[src/rtl/snake_pkg.sv]
// Shared definitions for the snake game controller: directions, FSM states,
// the width helper and the food LFSR step function.
package snake_pkg;

   localparam logic [1:0] DIR_RIGHT = 2'd0;
   localparam logic [1:0] DIR_UP    = 2'd1;
   localparam logic [1:0] DIR_LEFT  = 2'd2;
   localparam logic [1:0] DIR_DOWN  = 2'd3;

   typedef enum logic [3:0] {
      ST_IDLE    = 4'd0,
      ST_INIT    = 4'd1,
      ST_WAIT    = 4'd2,
      ST_SHIFT   = 4'd3,
      ST_SCAN    = 4'd4,
      ST_SETTLE0 = 4'd5,
      ST_SETTLE1 = 4'd6,
      ST_CHECK   = 4'd7,
      ST_OVER    = 4'd8
   } state_t;

   // Bits needed to index n values (ceil(log2(n)), minimum 0).
   function automatic int logb2(input int n);
      int r;
      r = 0;
      for (int i = 0; i < 31; i++) begin
         if ((32'sd1 <<< i) < n) r = i + 1;
      end
      return r;
   endfunction

   // Fibonacci LFSR with taps 16,14,13,11.
   function automatic logic [15:0] lfsr16_next(input logic [15:0] s);
      return {s[14:0], s[15] ^ s[13] ^ s[12] ^ s[10]};
   endfunction

endpackage

[src/rtl/snake_lfsr16.sv]
// Free-running seeded 16-bit LFSR used to place food.
module snake_lfsr16
   import snake_pkg::*;
#(
   parameter logic [15:0] SEED = 16'hACE1
) (
   input  logic        clk,
   input  logic        reset,
   output logic [15:0] value
);

   logic [15:0] lfsr_r;

   // Advance once per clock in every game state.
   always_ff @(posedge clk or posedge reset) begin
      if (reset) begin
         lfsr_r <= SEED;
      end else begin
         lfsr_r <= lfsr16_next(lfsr_r);
      end
   end

   assign value = lfsr_r;

endmodule

[src/rtl/snake_game_ctrl.sv]
// Game-level sequencer for the snake body datapath: tick pacing, direction
// filtering, shift/scan handshake, food/growth and end-of-game detection.
module snake_game_ctrl
   import snake_pkg::*;
#(
   parameter int          H         = 32,
   parameter int          V         = 32,
   parameter int          TICK_DIV  = 5000000,
   parameter int          INIT_LEN  = 3,
   parameter logic [15:0] LFSR_SEED = 16'hACE1,
   localparam int         XB        = logb2(H),
   localparam int         YB        = logb2(V),
   localparam int         AB        = logb2(H * V)
) (
   input  logic               clk,
   input  logic               reset,
   input  logic               start,
   input  logic               pause,
   input  logic               btn_valid,
   input  logic [1:0]         btn_dir,
   input  logic               end_shift,
   input  logic               self_col,
   input  logic [XB+YB:0]     last_head,
   output logic               snake_rst,
   output logic               shift,
   output logic [1:0]         move,
   output logic [AB-1:0]      length,
   output logic [XB-1:0]      food_x,
   output logic [YB-1:0]      food_y,
   output logic [AB-1:0]      score,
   output logic               game_over,
   output logic               win
);

   localparam int            TW        = logb2(TICK_DIV);
   localparam logic [TW-1:0] TICK_LAST = TW'(TICK_DIV - 1);
   localparam logic [AB-1:0] LEN_INIT  = AB'(INIT_LEN);
   localparam logic [AB-1:0] LEN_MAX   = AB'(H * V - 1);
   localparam logic [XB-1:0] FOOD_X0   = XB'(H / 4);
   localparam logic [YB-1:0] FOOD_Y0   = YB'(V / 4);

   state_t          state_r, next_state_s;
   logic [TW-1:0]   tick_cnt_r, tick_cnt_nx;
   logic [1:0]      pending_r, pending_nx;
   logic [1:0]      move_nx, rev_dir_s;
   logic [AB-1:0]   length_nx, score_nx, len_inc_s;
   logic [XB-1:0]   food_x_nx, rnd_x_s;
   logic [YB-1:0]   food_y_nx, rnd_y_s;
   logic            win_nx, snake_rst_nx, shift_nx, game_over_nx;
   logic            tick_done_s, head_hit_s, btn_accept_s, running_s;
   logic [15:0]     lfsr_s;
   logic            unused_s;

   snake_lfsr16 #(.SEED(LFSR_SEED)) u_lfsr (
      .clk   (clk),
      .reset (reset),
      .value (lfsr_s)
   );

   assign rnd_x_s      = lfsr_s[XB-1:0];
   assign rnd_y_s      = lfsr_s[8+YB-1:8];
   assign unused_s     = ^{lfsr_s[15:8+YB], lfsr_s[7:XB], last_head[0]};
   assign tick_done_s  = (tick_cnt_r == TICK_LAST) && !pause;
   assign head_hit_s   = (last_head[XB+YB:1] == {food_x, food_y});
   assign len_inc_s    = length + AB'(1);
   assign rev_dir_s    = move + 2'd2;
   assign running_s    = (state_r != ST_IDLE) && (state_r != ST_OVER);
   assign btn_accept_s = btn_valid && running_s && (btn_dir != rev_dir_s);

   // State register.
   always_ff @(posedge clk or posedge reset) begin
      if (reset) begin
         state_r <= ST_IDLE;
      end else begin
         state_r <= next_state_s;
      end
   end

   // Next-state logic.
   always_comb begin
      next_state_s = state_r;
      case (state_r)
         ST_IDLE:    next_state_s = start ? ST_INIT : ST_IDLE;
         ST_INIT:    next_state_s = ST_WAIT;
         ST_WAIT:    next_state_s = tick_done_s ? ST_SHIFT : ST_WAIT;
         ST_SHIFT:   next_state_s = ST_SCAN;
         ST_SCAN:    next_state_s = end_shift ? ST_SETTLE0 : ST_SCAN;
         ST_SETTLE0: next_state_s = ST_SETTLE1;
         ST_SETTLE1: next_state_s = ST_CHECK;
         ST_CHECK: begin
            if (self_col) begin
               next_state_s = ST_OVER;
            end else if (head_hit_s && (len_inc_s == LEN_MAX)) begin
               next_state_s = ST_OVER;
            end else begin
               next_state_s = ST_WAIT;
            end
         end
         ST_OVER:    next_state_s = start ? ST_INIT : ST_OVER;
         default:    next_state_s = ST_IDLE;
      endcase
   end

   // Output and datapath next values; pulses are registered off the next state.
   always_comb begin
      snake_rst_nx = (next_state_s == ST_INIT);
      shift_nx     = (next_state_s == ST_SHIFT);
      game_over_nx = (next_state_s == ST_OVER);
      tick_cnt_nx  = tick_cnt_r;
      move_nx      = move;
      length_nx    = length;
      score_nx     = score;
      food_x_nx    = food_x;
      food_y_nx    = food_y;
      win_nx       = win;
      case (state_r)
         ST_INIT: begin
            tick_cnt_nx = '0;
            move_nx     = DIR_RIGHT;
            length_nx   = LEN_INIT;
            score_nx    = '0;
            food_x_nx   = rnd_x_s;
            food_y_nx   = rnd_y_s;
            win_nx      = 1'b0;
         end
         ST_WAIT: begin
            if (pause) begin
               tick_cnt_nx = tick_cnt_r;
            end else if (tick_cnt_r == TICK_LAST) begin
               tick_cnt_nx = '0;
               move_nx     = pending_r;
            end else begin
               tick_cnt_nx = tick_cnt_r + TW'(1);
            end
         end
         ST_CHECK: begin
            if (!self_col && head_hit_s) begin
               length_nx = len_inc_s;
               score_nx  = score + AB'(1);
               food_x_nx = rnd_x_s;
               food_y_nx = rnd_y_s;
               win_nx    = (len_inc_s == LEN_MAX);
            end else begin
               length_nx = length;
            end
         end
         default: begin
            tick_cnt_nx = tick_cnt_r;
         end
      endcase
   end

   // Direction filter: reversals are dropped, the last legal press wins.
   always_comb begin
      if (state_r == ST_INIT) begin
         pending_nx = DIR_RIGHT;
      end else if (btn_accept_s) begin
         pending_nx = btn_dir;
      end else begin
         pending_nx = pending_r;
      end
   end

   // Datapath and output registers.
   always_ff @(posedge clk or posedge reset) begin
      if (reset) begin
         tick_cnt_r <= '0;
         pending_r  <= DIR_RIGHT;
         snake_rst  <= 1'b0;
         shift      <= 1'b0;
         move       <= DIR_RIGHT;
         length     <= LEN_INIT;
         food_x     <= FOOD_X0;
         food_y     <= FOOD_Y0;
         score      <= '0;
         game_over  <= 1'b0;
         win        <= 1'b0;
      end else begin
         tick_cnt_r <= tick_cnt_nx;
         pending_r  <= pending_nx;
         snake_rst  <= snake_rst_nx;
         shift      <= shift_nx;
         move       <= move_nx;
         length     <= length_nx;
         food_x     <= food_x_nx;
         food_y     <= food_y_nx;
         score      <= score_nx;
         game_over  <= game_over_nx;
         win        <= win_nx;
      end
   end

endmodule

[config.mk]
export PLATFORM = sky130hd
export DESIGN_NAME = snake_game_ctrl
export DESIGN_NICKNAME = d
export VERILOG_FILES = /design/src/rtl/snake_pkg.sv /design/src/rtl/snake_lfsr16.sv /design/src/rtl/snake_game_ctrl.sv
export SDC_FILE = /design/constraint.sdc
export NUM_CORES = 1
export LEC_CHECK = 0
export ABC_CLOCK_PERIOD_IN_PS = 4850
export BUFFER_PORTS_ARGS = -buffer_cell sky130_fd_sc_hd__buf_2
export CAP_MARGIN = 15
export CORE_ASPECT_RATIO = 1.1
export CORE_MARGIN = 2
export CORE_UTILIZATION = 40
export CTS_CLUSTER_SIZE = 8
export DETAILED_ROUTE_END_ITERATION = 6
export GPL_TIMING_DRIVEN = 0
export SLEW_MARGIN = 20
export SYNTH_ARGS = -nofsm -noshare
export SYNTH_HDL_FRONTEND = slang
export SYNTH_SLANG_ARGS = --single-unit
[constraint.sdc]
create_clock -name clk -period 4.85 [get_ports clk]
set_input_delay 0.7275 -clock clk [delete_from_list [all_inputs] [get_ports clk]]
set_output_delay 0.7275 -clock clk [all_outputs]
set_load 0.1 [all_outputs]
==> summary.md, run 1 <==
| Metric | Value |
|---|---|
| Yosys warns | 0 |
| CTS tree | built |
| H-tree depth | 3 |
| Detail Placement HPWL | 5900 um |
| Cell with the most instances after synthesis | dfrtp_1 |
| Drt initial violations | 119 |
| Setup Skew | 0.01017 ns |
| Pin count of the biggest net entering global routing | 45 |
| Diode count | 0 |
| Post-cts hold buffer count | 0 |
| Synth top area share | 0.4470 |
| Hold_ws | 0.3635 ns |
| Status | finished, final reports clean |
| PD cells | 413.8 nW/um2 |
| Flops & latches, synth | 81 |
| Cells after DPL | 540 |
| Yosys cell types | 49 |
| Worst R2R Setup Slack | 2.45 ns |
| Worst-margin pin slew | 0.6658 ns |
| Antenna Nets Post-Route | 0 |
| Die area | 10460 um2 |
| Place WS | 2.048 ns |
| Hold Crit Depth | 0 |
| Final Non-Filler Cells | 556 |
| Clk_lat worst skew | 0.35 ns |
| Std-Cell Rows | 37 |
| DR vias | 2933 |
| Worst Hold Class | flip-flop to flip-flop |
| RSZ-0062 raised after global routing | no |
| Sequential share of the synthesized area | 0.5287 |
| Top cells by area, synth | dfrtp_1 (45%), dfstp_2 (8.2%), xnor2_1 (5.0%) |
| Avg Vias per Cell | 5.275 |
| DIE HEIGHT | 107.1 um |
| Floorplan Core Area | 9398 um2 |
| Drt total wl | 8235 um |
| Peak VDD IR | 0.1652 mV |
| R2r worst-path depth | 6 |
| Total clock sinks | 81 |
| GPL Wtd Cong | 0.8088 |
| Vias in the first global route | 2848 |
| Mean Syn Cell Area | 10.50 um2 |
| Post-DP Area | 4302 um2 |
| Setup slack after layout | 2.455 ns |
| Commonest cells post-synth | dfrtp_1 (69), nor2_1 (38), nand3_1 (32) |
| Critical Path Start | last_head[6] |
| Reg2reg end | food_x[1] |
| Mapped Area | 3862 um2 |
| WP data arrival | 2.63 ns |
| Drt drc | 0 |
| Post-synth top flop | dfrtp_1 |
| Final instance area | 4554 um2 |
| Layout area overhead | 17.91% |
| Die X | 97.69 um |
| Setup Fix Bufs, Post-CTS | 0 |
| Grt ovf | 0 |
| Post-CTS resize count | 0 |
| Startpoint Class | primary input |
| Fillers | 899 |
| Critical Path RT | 5.09 ns |
| Overall global routing resource usage | 0.1684 |
| RR Startpoint | food_y[3] |
| WS Path Type | primary input to flip-flop |
| CP Capture Type | flip-flop |
| WL/cell | 14.81 um |
| I/O Pins | 56 |
| Minimum clock period | 2.395 ns |
| Global-route wire length before repair | 14120 um |
| Starting density of the core | 0.4110 |
| Number of buffers created by CTS | 9 |
| Leak pwr | 2.121 nW |
| Gate Count Post-Synth | 368 |
| Max Buffers Root-to-Sink | 2 |
| DR pass1 iterations | 5 |
| Post-synth EDFFs | 0 |
| End point of the critical path | food_x[1] |
| Area leader, netlist | dfrtp_1 |
| Highest Clock Rate | 417.5 MHz |
| Antenna violations before repair | 0 |
| Relative slew slack | 0.5499 |
| Fin. Hold Viols | 0 |
| CP max FO | 10 |
| Overall Power | 1.885 mW |
| Max cap viols | 0 |
| CTS root buf | clkbuf_8 |
| Nets@finish | 458 |
| Syn_nets | 392 |
| Period utilization | 0.4938 |
| FFs w/ async S/R, synth | 1.000 |
| Final Max Slew Viols | 0 |
| Fin util | 0.4846 |
| Share of layout cells above drive strength 1 | 0.2460 |
| PortBufs | 54 |
| CTS clock-pin slew for the worst setup and hold paths | 0.09 ns |
| Setup TNS | 0 ns |
| Final setup fails | 0 |
[worst max-delay path: stages]
cell	delay [ns]
buf_2	0.10
xor2_1	0.14
nor4_2	0.42
nand4_1	0.35
nand2_1	0.24
buf_2	0.29
mux2_2	0.36
[how the worst min path moves through the flow]
stage	from	end	slack, ns
floorplan	u_lfsr.value[14]	u_lfsr.value[15]	0.33
global placement	u_lfsr.value[14]	u_lfsr.value[15]	0.34
detailed placement	u_lfsr.value[14]	u_lfsr.value[15]	0.34
CTS	u_lfsr.value[14]	u_lfsr.value[15]	0.36
global route	u_lfsr.value[6]	u_lfsr.value[7]	0.37
finish	u_lfsr.value[6]	u_lfsr.value[7]	0.36
[cell families (layout without fill, tap and decap cells)]
| family | Yosys count | after routing | synth area share |
|---|---|---|---|
| and+or+nand+nor | 163 | 163 | 0.2245 |
| DFF | 81 | 81 | 0.5287 |
| xor gates and xnor gates | 40 | 40 | 0.09070 |
| adders and majority gates | 4 | 4 | 0.01296 |
| buffers and inverters | 22 | 93 | 0.02754 |
| AOI/OAI and AO/OA | 43 | 43 | 0.07354 |
| muxes | 15 | 15 | 0.04211 |
[layer usage]
metal,GRT usage,part of all wire
met1,0.2216,0.46
met2,0.2773,0.49
met3,0.03520,0.036
met4,0.05853,0.015
met5,0,0
[state kept, by name (all words and copies together), names as in the netlist]
signal and cells:
tick_cnt_r 23, u_lfsr.value 16, length 10, score 10
food_x 5, food_y 5, state_r 4, move 2
pending_r 2, game_over 1, shift 1, snake_rst 1
win 1
[layout make-up]
| cell class | instances | area, um2 | share of cell area |
|---|---|---|---|
| Timing Repair Buffer | 55 | 290.3 | 0.06374 |
| Tap cell | 117 | 146.4 | 0.03214 |
| Clock inverter | 6 | 115.1 | 0.02527 |
| Multi-Input combinational cell | 265 | 1714 | 0.3764 |
| Buffer | 12 | 68.82 | 0.01511 |
| Inverter | 10 | 40.04 | 0.008791 |
| Clock buffer | 10 | 137.6 | 0.03022 |
| Sequential cell | 81 | 2042 | 0.4484 |
[layout by cell type (no fill, tap or decap), types with 5 or more instances in the layout]
master    Yosys  routed
dfrtp_1      69      69
nor3_1       11      11
xor2_1       18      18
nand2_1      27      27
inv_1        10       9
nand3_1      32      32
dfstp_2      12      12
nor4_1        7       7
or3_1         5       5
buf_2         4      58
a21oi_1      11      11
mux2_2       10      10
nor2_1       38      38
clkbuf_8      0      10
clkbuf_1      5       5
and3_1       10      10
xnor2_1      22      22
mux2i_1       5       5
o21ai_0      17      17
[report_power, final]
group / total (mW) / leakage [nW] / internal [mW] / switching [mW]
Clock: 0.611 / 0.123 / 0.358 / 0.253
Combinational: 0.485 / 0.925 / 0.137 / 0.348
Sequential: 0.789 / 1.07 / 0.735 / 0.0534
Total: 1.88 / 2.12 / 1.23 / 0.654
(Power assumes the default switching activity.)
==> run 2, diff against run 1 <==
Settings changed: ABC_CLOCK_PERIOD_IN_PS 4850 to 2029.
Clock period 4.85 ns to 2.03 ns, I/O delays scaled along.
==> run 2 against run 1 <==
Compared with the run above:
- the flow now finishes with violations (setup timing)
- global-route usage hardly changed
- non-clock buffer count is 11 higher
- clock skew grew 0.0022 ns
- setup slack worse by 2.5 ns
- combinational power rose to 2.7 times the previous value
- flip-flop and latch count did not move
- first-iteration DRC count fell by 9.2%
- wire length grew 4.3%
- clock-buffer cell count down 1
- final cell count is 2.0% higher
- sequential share of layout area fell by 2.9 points
- register-to-register slack got worse by 2.5 ns
==> summary.md, run 2 (same netlist as run 1, synthesis figures left out) <==
| Metric | Value |
|---|---|
| WS Path Type | flip-flop to flip-flop |
| Die area | 10460 um2 (unchanged) |
| CP max FO | 7 (-3) |
| Drt initial violations | 108 (-9.2%) |
| Clk_lat worst skew | 0.36 ns (about the same) |
| Crit path max-delay family | simple AND/OR/NAND/NOR gates |
| Cells after DPL | 541 (+0.19%) |
| Final setup fails | 1 (+1) |
| Status | finished, violations left |
| Worst-margin pin slew | 0.6216 ns (-0.04421 ns) |
| Setup slack after layout | -0.01126 ns (-2.466 ns) |
| PortBufs | 54 (unchanged) |
| CP max-delay cell | dfrtp_4 |
| WL/cell | 15.15 um (+2.3%) |
| Violations in the final reports | setup timing |
| Buffers and inverters on the worst path | 1 (-1) |
| Starting density of the core | 0.4110 (unchanged) |
| Critical Path Max Stage Delay | 0.51 ns (+0.09 ns) |
| Final instance area | 4982 um2 (+9.4%) |
| CTS clock-pin slew for the worst setup and hold paths | 0.10 ns (about the same) |
| I/O Pins | 56 (unchanged) |
| CP Capture Type | flip-flop |
| Fin. Hold Viols | 0 (unchanged) |
| Period utilization | 1.006 |
| Highest Clock Rate | 489.9 MHz |
| Critical Path RT | 2.31 ns (-2.78 ns) |
| Overall global routing resource usage | 0.1682 (-0.0001830) |
| Die X | 97.69 um (unchanged) |
| Layout area overhead | 28.99% |
| Drt drc | 0 (unchanged) |
| Antenna violations before repair | 0 (unchanged) |
| Post-DP Area | 4410 um2 (+2.5%) |
| Setup Skew | 0.01237 ns (+0.002197 ns) |
| Final Max Slew Viols | 0 (unchanged) |
| Max cap viols | 0 (unchanged) |
| Grt ovf | 0 (unchanged) |
| Place WS | -0.2855 ns (-2.333 ns) |
| WP data arrival | 2.33 ns (-0.30 ns) |
| Minimum clock period | 2.041 ns |
| CTS root buf | clkbuf_8 |
| Std-Cell Rows | 37 (unchanged) |
| Total clock sinks | 81 (unchanged) |
| Number of buffers created by CTS | 9 (unchanged) |
| Floorplan Core Area | 9398 um2 (unchanged) |
| Diode count | 0 (unchanged) |
| Most frequent cells in the layout | buf_2 (55), dfrtp_1 (49), nor2_1 (36) |
| Register bank with the most flops | tick_cnt_r |
| Global-route wire length before repair | 14130 um (about the same) |
| PD cells | 898.1 nW/um2 (+120%) |
| Nets@finish | 469 (+2.4%) |
| Drt total wl | 8591 um (+4.3%) |
| Startpoint Class | flip-flop |
| Peak VDD IR | 0.3048 mV (+85%) |
| DR vias | 2966 (+1.1%) |
| Final Non-Filler Cells | 567 (+2.0%) |
| GPL Wtd Cong | 0.8168 (+0.99%) |
| Max FFs per register | 23 (unchanged) |
| Detail Placement HPWL | 6045 um (+2.5%) |
| Avg Vias per Cell | 5.231 (-0.84%) |
| DIE HEIGHT | 107.1 um (unchanged) |
| Most common cell after layout, fill and taps aside | buf_2 |
| Leak pwr | 2.227 nW (+5.0%) |
| Share of layout cells above drive strength 1 | 0.3733 (+0.1273) |
| Worst R2R Setup Slack | -0.01 ns (-2.47 ns) |
| Overall Power | 4.474 mW (+140%) |
| Fin util | 0.5302 (+0.04553) |
| Worst Hold Class | primary input to flip-flop |
| CTS tree | built |
| Max Buffers Root-to-Sink | 2 (unchanged) |
| H-tree depth | 3 (unchanged) |
| DR pass1 iterations | 4 (-1) |
| Vias in the first global route | 2887 (+1.4%) |
| Multi-input logic area | 1933 um2 (+13%) |
| CP Cell Sequence | xor2_2 -> nor4_4 -> nand4_1 -> buf_6 -> or4_4 -> a21oi_2 |
| Pin count of the biggest net entering global routing | 34 (-24%) |
| FF/Latch Area | 2087 um2 (+2.2%) |
| Antenna Nets Post-Route | 0 (unchanged) |
| RSZ-0062 raised after global routing | yes |
| Relative slew slack | 0.5838 (+0.03390) |
| Fillers | 877 (-2.4%) |
-- run 2: cell type report --
class | count | area share
Timing Repair Buffer | 67 | 0.09091
Tap cell | 117 | 0.02938
Clock inverter | 7 | 0.01909
Buffer | 11 | 0.02059
Multi-Input combinational cell | 265 | 0.3880
Inverter | 10 | 0.008287
Clock buffer | 9 | 0.02486
Sequential cell | 81 | 0.4189
-- run 2: final timing paths --
kind | cells after the start | end | from
hold / removal | 2 | snake_rst | start
hold reg to reg | 0 | u_lfsr.value[7] | u_lfsr.value[6]
setup reg to reg | 6 | score[7] | food_x[0]
min in group asynchronous | 3 | tick_cnt_r[7] | reset
setup / recovery | 6 | score[7] | food_x[0]
max in group asynchronous | 4 | length[0] | reset
-- run 2: metrics by stage --
stage	hold slack [ns]	setup TNS (ns)
2_1_floorplan	0.3330	-0.4769
3_3_place_gp	0.3378	-3.763
3_5_place_dp	0.3418	-4.933
4_1_cts	0.1815	-0.4487
5_1_grt	0.1954	-0.8187
6_report	0.1988	-0.01126
-- run 2: routing by layer --
metal	GRT usage	up-vias	part of all wire
met4	0.05655	0	0.0086
li1	-	1447	-
met3	0.03390	6	0.033
met2	0.2729	48	0.50
met5	0	-	0
met1	0.2269	1465	0.46
-- run 2: timing repair --
action | CTS | global route
hold buffers | 1 | 0
buffers inserted | 2 | 6
cloned | 1 | 1
endpoints found under the setup margin | 53 | 54
pin swaps | 7 | 10
gates resized for setup | 13 | 42
endpoints found under the hold margin | 16 | 0
-- run 2: report_power, final --
| part | switching (mW) | total [mW] | leakage (nW) | internal [mW] |
|---|---|---|---|---|
| combinational | 0.886 | 1.30 | 1.07 | 0.418 |
| sequential | 0.129 | 1.90 | 1.04 | 1.77 |
| clock | 0.666 | 1.27 | 0.111 | 0.607 |
==> run 3, diff against run 2 <==
Settings changed: SETUP_SLACK_MARGIN set to 0.1, SYNTH_HIERARCHICAL set to 1.
==> run 3 against run 2 <==
Compared with the run above:
- the flow still finishes with violations (setup timing)
- largest cell class unchanged
- critical path type unchanged
- highest routed layer unchanged
- power shrank 0.15%
- critical endpoint is now score[5]
- clock skew down 0.0038 ns
- sequential share of layout area decreased by 2.2 points
==> summary.md, run 3 <==
| Metric | Value |
|---|---|
| Share of layout cells above drive strength 1 | 0.4243 (+0.05097) |
| Post-DP Area | 4463 um2 (+1.2%) |
| Relative slew slack | 0.6134 (+0.02958) |
| Vias in the first global route | 3143 (+8.9%) |
| Violations in the final reports | setup timing |
| Setup Skew | 0.008598 ns (-0.003770 ns) |
| Std-Cell Rows | 37 (unchanged) |
| Max cap viols | 0 (unchanged) |
| Routed wl met2 | 4847 um (+13%) |
| Floorplan Core Area | 9444 um2 (+0.49%) |
| Fin util | 0.5530 (+0.02284) |
| Worst Hold Class | primary input to flip-flop |
| Critical Path RT | 2.31 ns (about the same) |
| CTS clock-pin slew for the worst setup and hold paths | 0.09 ns (about the same) |
| FF/Latch Area | 2074 um2 (-0.60%) |
| Period utilization | 1.030 (+0.02431) |
| Mean Syn Cell Area | 10.52 um2 (+0.21%) |
| DR vias | 3247 (+9.5%) |
| Max FFs per register | 23 (unchanged) |
| Status | finished, violations left |
| Overall Power | 4.468 mW (-0.15%) |
| Area fraction in compound gates after synthesis | 0.1298 (+0.05624) |
| Die X | 98.56 um (+0.89%) |
| Number of buffers created by CTS | 9 (unchanged) |
| Diode count | 0 (unchanged) |
| PortBufs | 54 (unchanged) |
| Commonest cells post-synth | dfrtp_1 (69), nor2_1 (27), a21oi_1 (25) |
| Layout area overhead | 32.76% |
| Worst-margin pin slew | 0.5793 ns (-0.04228 ns) |
| I/O Pins | 56 (unchanged) |
| CP max-delay cell | or4_4 |
| DR top layer | met4 |
| Pin count of the biggest net entering global routing | 40 (+18%) |
| Fin. Hold Viols | 0 (unchanged) |
| Post-synth EDFFs | 0 (unchanged) |
| Sequential share of the synthesized area | 0.5191 (-0.009585) |
| Drt initial violations | 180 (+67%) |
| Area leader, netlist | dfrtp_1 |
| Hold_ws | 0.2157 ns (+0.01691 ns) |
| Met3 Routed Length | 416 um (+45%) |
| Multi-input logic area | 2068 um2 (+7.0%) |
| Syn_nets | 398 (+1.5%) |
| Flops & latches, synth | 81 (unchanged) |
| Drt total wl | 9623 um (+12%) |
| Nets@finish | 488 (+4.1%) |
| Highest Clock Rate | 478.3 MHz (-2.4%) |
| Final Max Slew Viols | 0 (unchanged) |
| Final Non-Filler Cells | 586 (+3.4%) |
| Peak VDD IR | 0.5107 mV (+68%) |
| Register bank with the most flops | tick_cnt_r |
| Antenna Nets Post-Route | 0 (unchanged) |
| Leak pwr | 2.344 nW (+5.3%) |
| Cell with the most instances after synthesis | dfrtp_1 |
| Post-synthesis mux area share | 0.04198 (-0.0001274) |
| Antenna violations before repair | 0 (unchanged) |
| Grt ovf | 0 (unchanged) |
| CTS root buf | clkbuf_8 |
| Place WS | -0.2203 ns (+0.06514 ns) |
| WL/cell | 16.42 um (+8.4%) |
| Top cells by area, synth | dfrtp_1 (44%), dfstp_2 (8.0%), xor2_1 (4.0%) |
| Cells after DPL | 546 (+0.92%) |
| Gate Count Post-Synth | 374 (+1.6%) |
| RSZ-0062 raised after global routing | yes |
| Most common cell after layout, fill and taps aside | buf_2 |
| Met1 WL | 4213 um (+7.0%) |
| Total clock sinks | 81 (unchanged) |
| Starting density of the core | 0.4165 (+0.005537) |
| Mapped Area | 3934 um2 (+1.8%) |
| Yosys cell types | 53 (+8.2%) |
| Setup slack after layout | -0.06060 ns (-0.04934 ns) |
| WS Path Type | flip-flop to flip-flop |
| FFs w/ async S/R, synth | 1.000 (unchanged) |
| CTS tree | built |
| H-tree depth | 3 (unchanged) |
| Setup TNS | -0.2634 ns (-0.2521 ns) |
| Detail Placement HPWL | 6204 um (+2.6%) |
| DR pass1 iterations | 4 (unchanged) |
| Synth top area share | 0.4389 (-0.008105) |
| WP data arrival | 2.37 ns (+0.04 ns) |
| PD cells | 855.5 nW/um2 (-4.7%) |
| Fillers | 877 (unchanged) |
| Global-route wire length before repair | 15970 um (+13%) |
| Max Buffers Root-to-Sink | 2 (unchanged) |
| Minimum clock period | 2.091 ns (+0.04934 ns) |
| CP Cell Sequence | xor2_4 -> nor4_4 -> buf_4 -> nand4_4 -> buf_6 -> or4_4 -> a21oi_2 |
| CP Capture Type | flip-flop |
| DIE HEIGHT | 108.0 um (+0.89%) |
| Critical Path Max Stage Delay | 0.47 ns (-0.04 ns) |
| Final instance area | 5223 um2 (+4.8%) |
| Avg Vias per Cell | 5.541 (+5.9%) |
| CP max FO | 6 (-1) |
| Startpoint Class | flip-flop |
| Overall global routing resource usage | 0.1869 (+0.01874) |
| Post-synth top flop | dfrtp_1 |
| Most frequent cells in the layout | buf_2 (55), dfrtp_1 (52), nor2_1 (24) |
| Largest family of logic cells by synthesized area | simple AND/OR/NAND/NOR gates |
| Yosys warns | 6 (+6) |
| Post-synthesis adder-cell area fraction | 0.01272 (-0.0002349) |
| GPL Wtd Cong | 0.8269 (+1.2%) |
| Critical Path Start | food_y[0] |
| Post-Synth XOR/XNOR Area | 0.06457 (-0.02614) |
| Drt drc | 0 (unchanged) |
| Die area | 10640 um2 (+1.8%) |
| Hold path start | btn_dir[0] |
| Clk_lat worst skew | 0.35 ns (about the same) |
| RR Startpoint | food_y[0] |
| Final setup fails | 8 (+7) |
| Post-synthesis simple-gate area fraction | 0.2029 (-0.02156) |
-- run 3: worst max-delay path: cells and delay by family (launching register included) --
family	cells	cell delay (ns)
buffers and inverters	2	0.35
AOI/OAI and AO/OA	1	0.12
xor gates and xnor gates	1	0.17
DFF	1	0.45
and+or+nand+nor	3	0.92
-- run 3: worst paths after layout --
path | depth (start not counted) | end | slack [ns]
setup / recovery | 7 | score[5] | -0.06
hold / removal | 3 | pending_r[0] | 0.22
setup reg to reg | 7 | score[5] | -0.06
hold reg to reg | 0 | u_lfsr/value[7] | 0.35
max in group asynchronous | 4 | length[0] | 0.95
min in group asynchronous | 3 | food_y[4] | 0.48
-- run 3: cell type report --
type / count / share of cell area
flip-flops and latches: 81 / 0.3972
multi-input cells: 267 / 0.3960
repair buffers: 80 / 0.1033
well taps: 117 / 0.02803
clock buffers: 9 / 0.02372
clock inverters: 7 / 0.02084
plain buffers: 11 / 0.02036
inverters: 14 / 0.01054
-- run 3: power breakdown --
group,switching (mW),internal [mW]
Clock,0.669,0.721
Combinational,0.710,0.528
Sequential,0.111,1.73
-- run 3: cell families after synthesis --
logic type / Yosys count
simple gates: 137
compound gates: 82
flops: 81
xor+xnor: 29
buf+inv: 26
mux: 15
fa+ha+maj: 4
-- run 3: timing repair --
action                                  in CTS  in global routing
endpoints found under the setup margin      50                 56
pin swaps                                   11                 13
endpoints found under the hold margin       26                  0
gates resized for setup                     29                 53
gates cloned                                 3                  0
hold buffers                                 1                  0
buffers inserted                            17                  4
-- run 3: routing by layer --
layer	GRT usage	up-vias
met5	0	-
met3	0.03878	11
li1	-	1531
met1	0.2507	1625
met4	0.05186	0
met2	0.3100	80
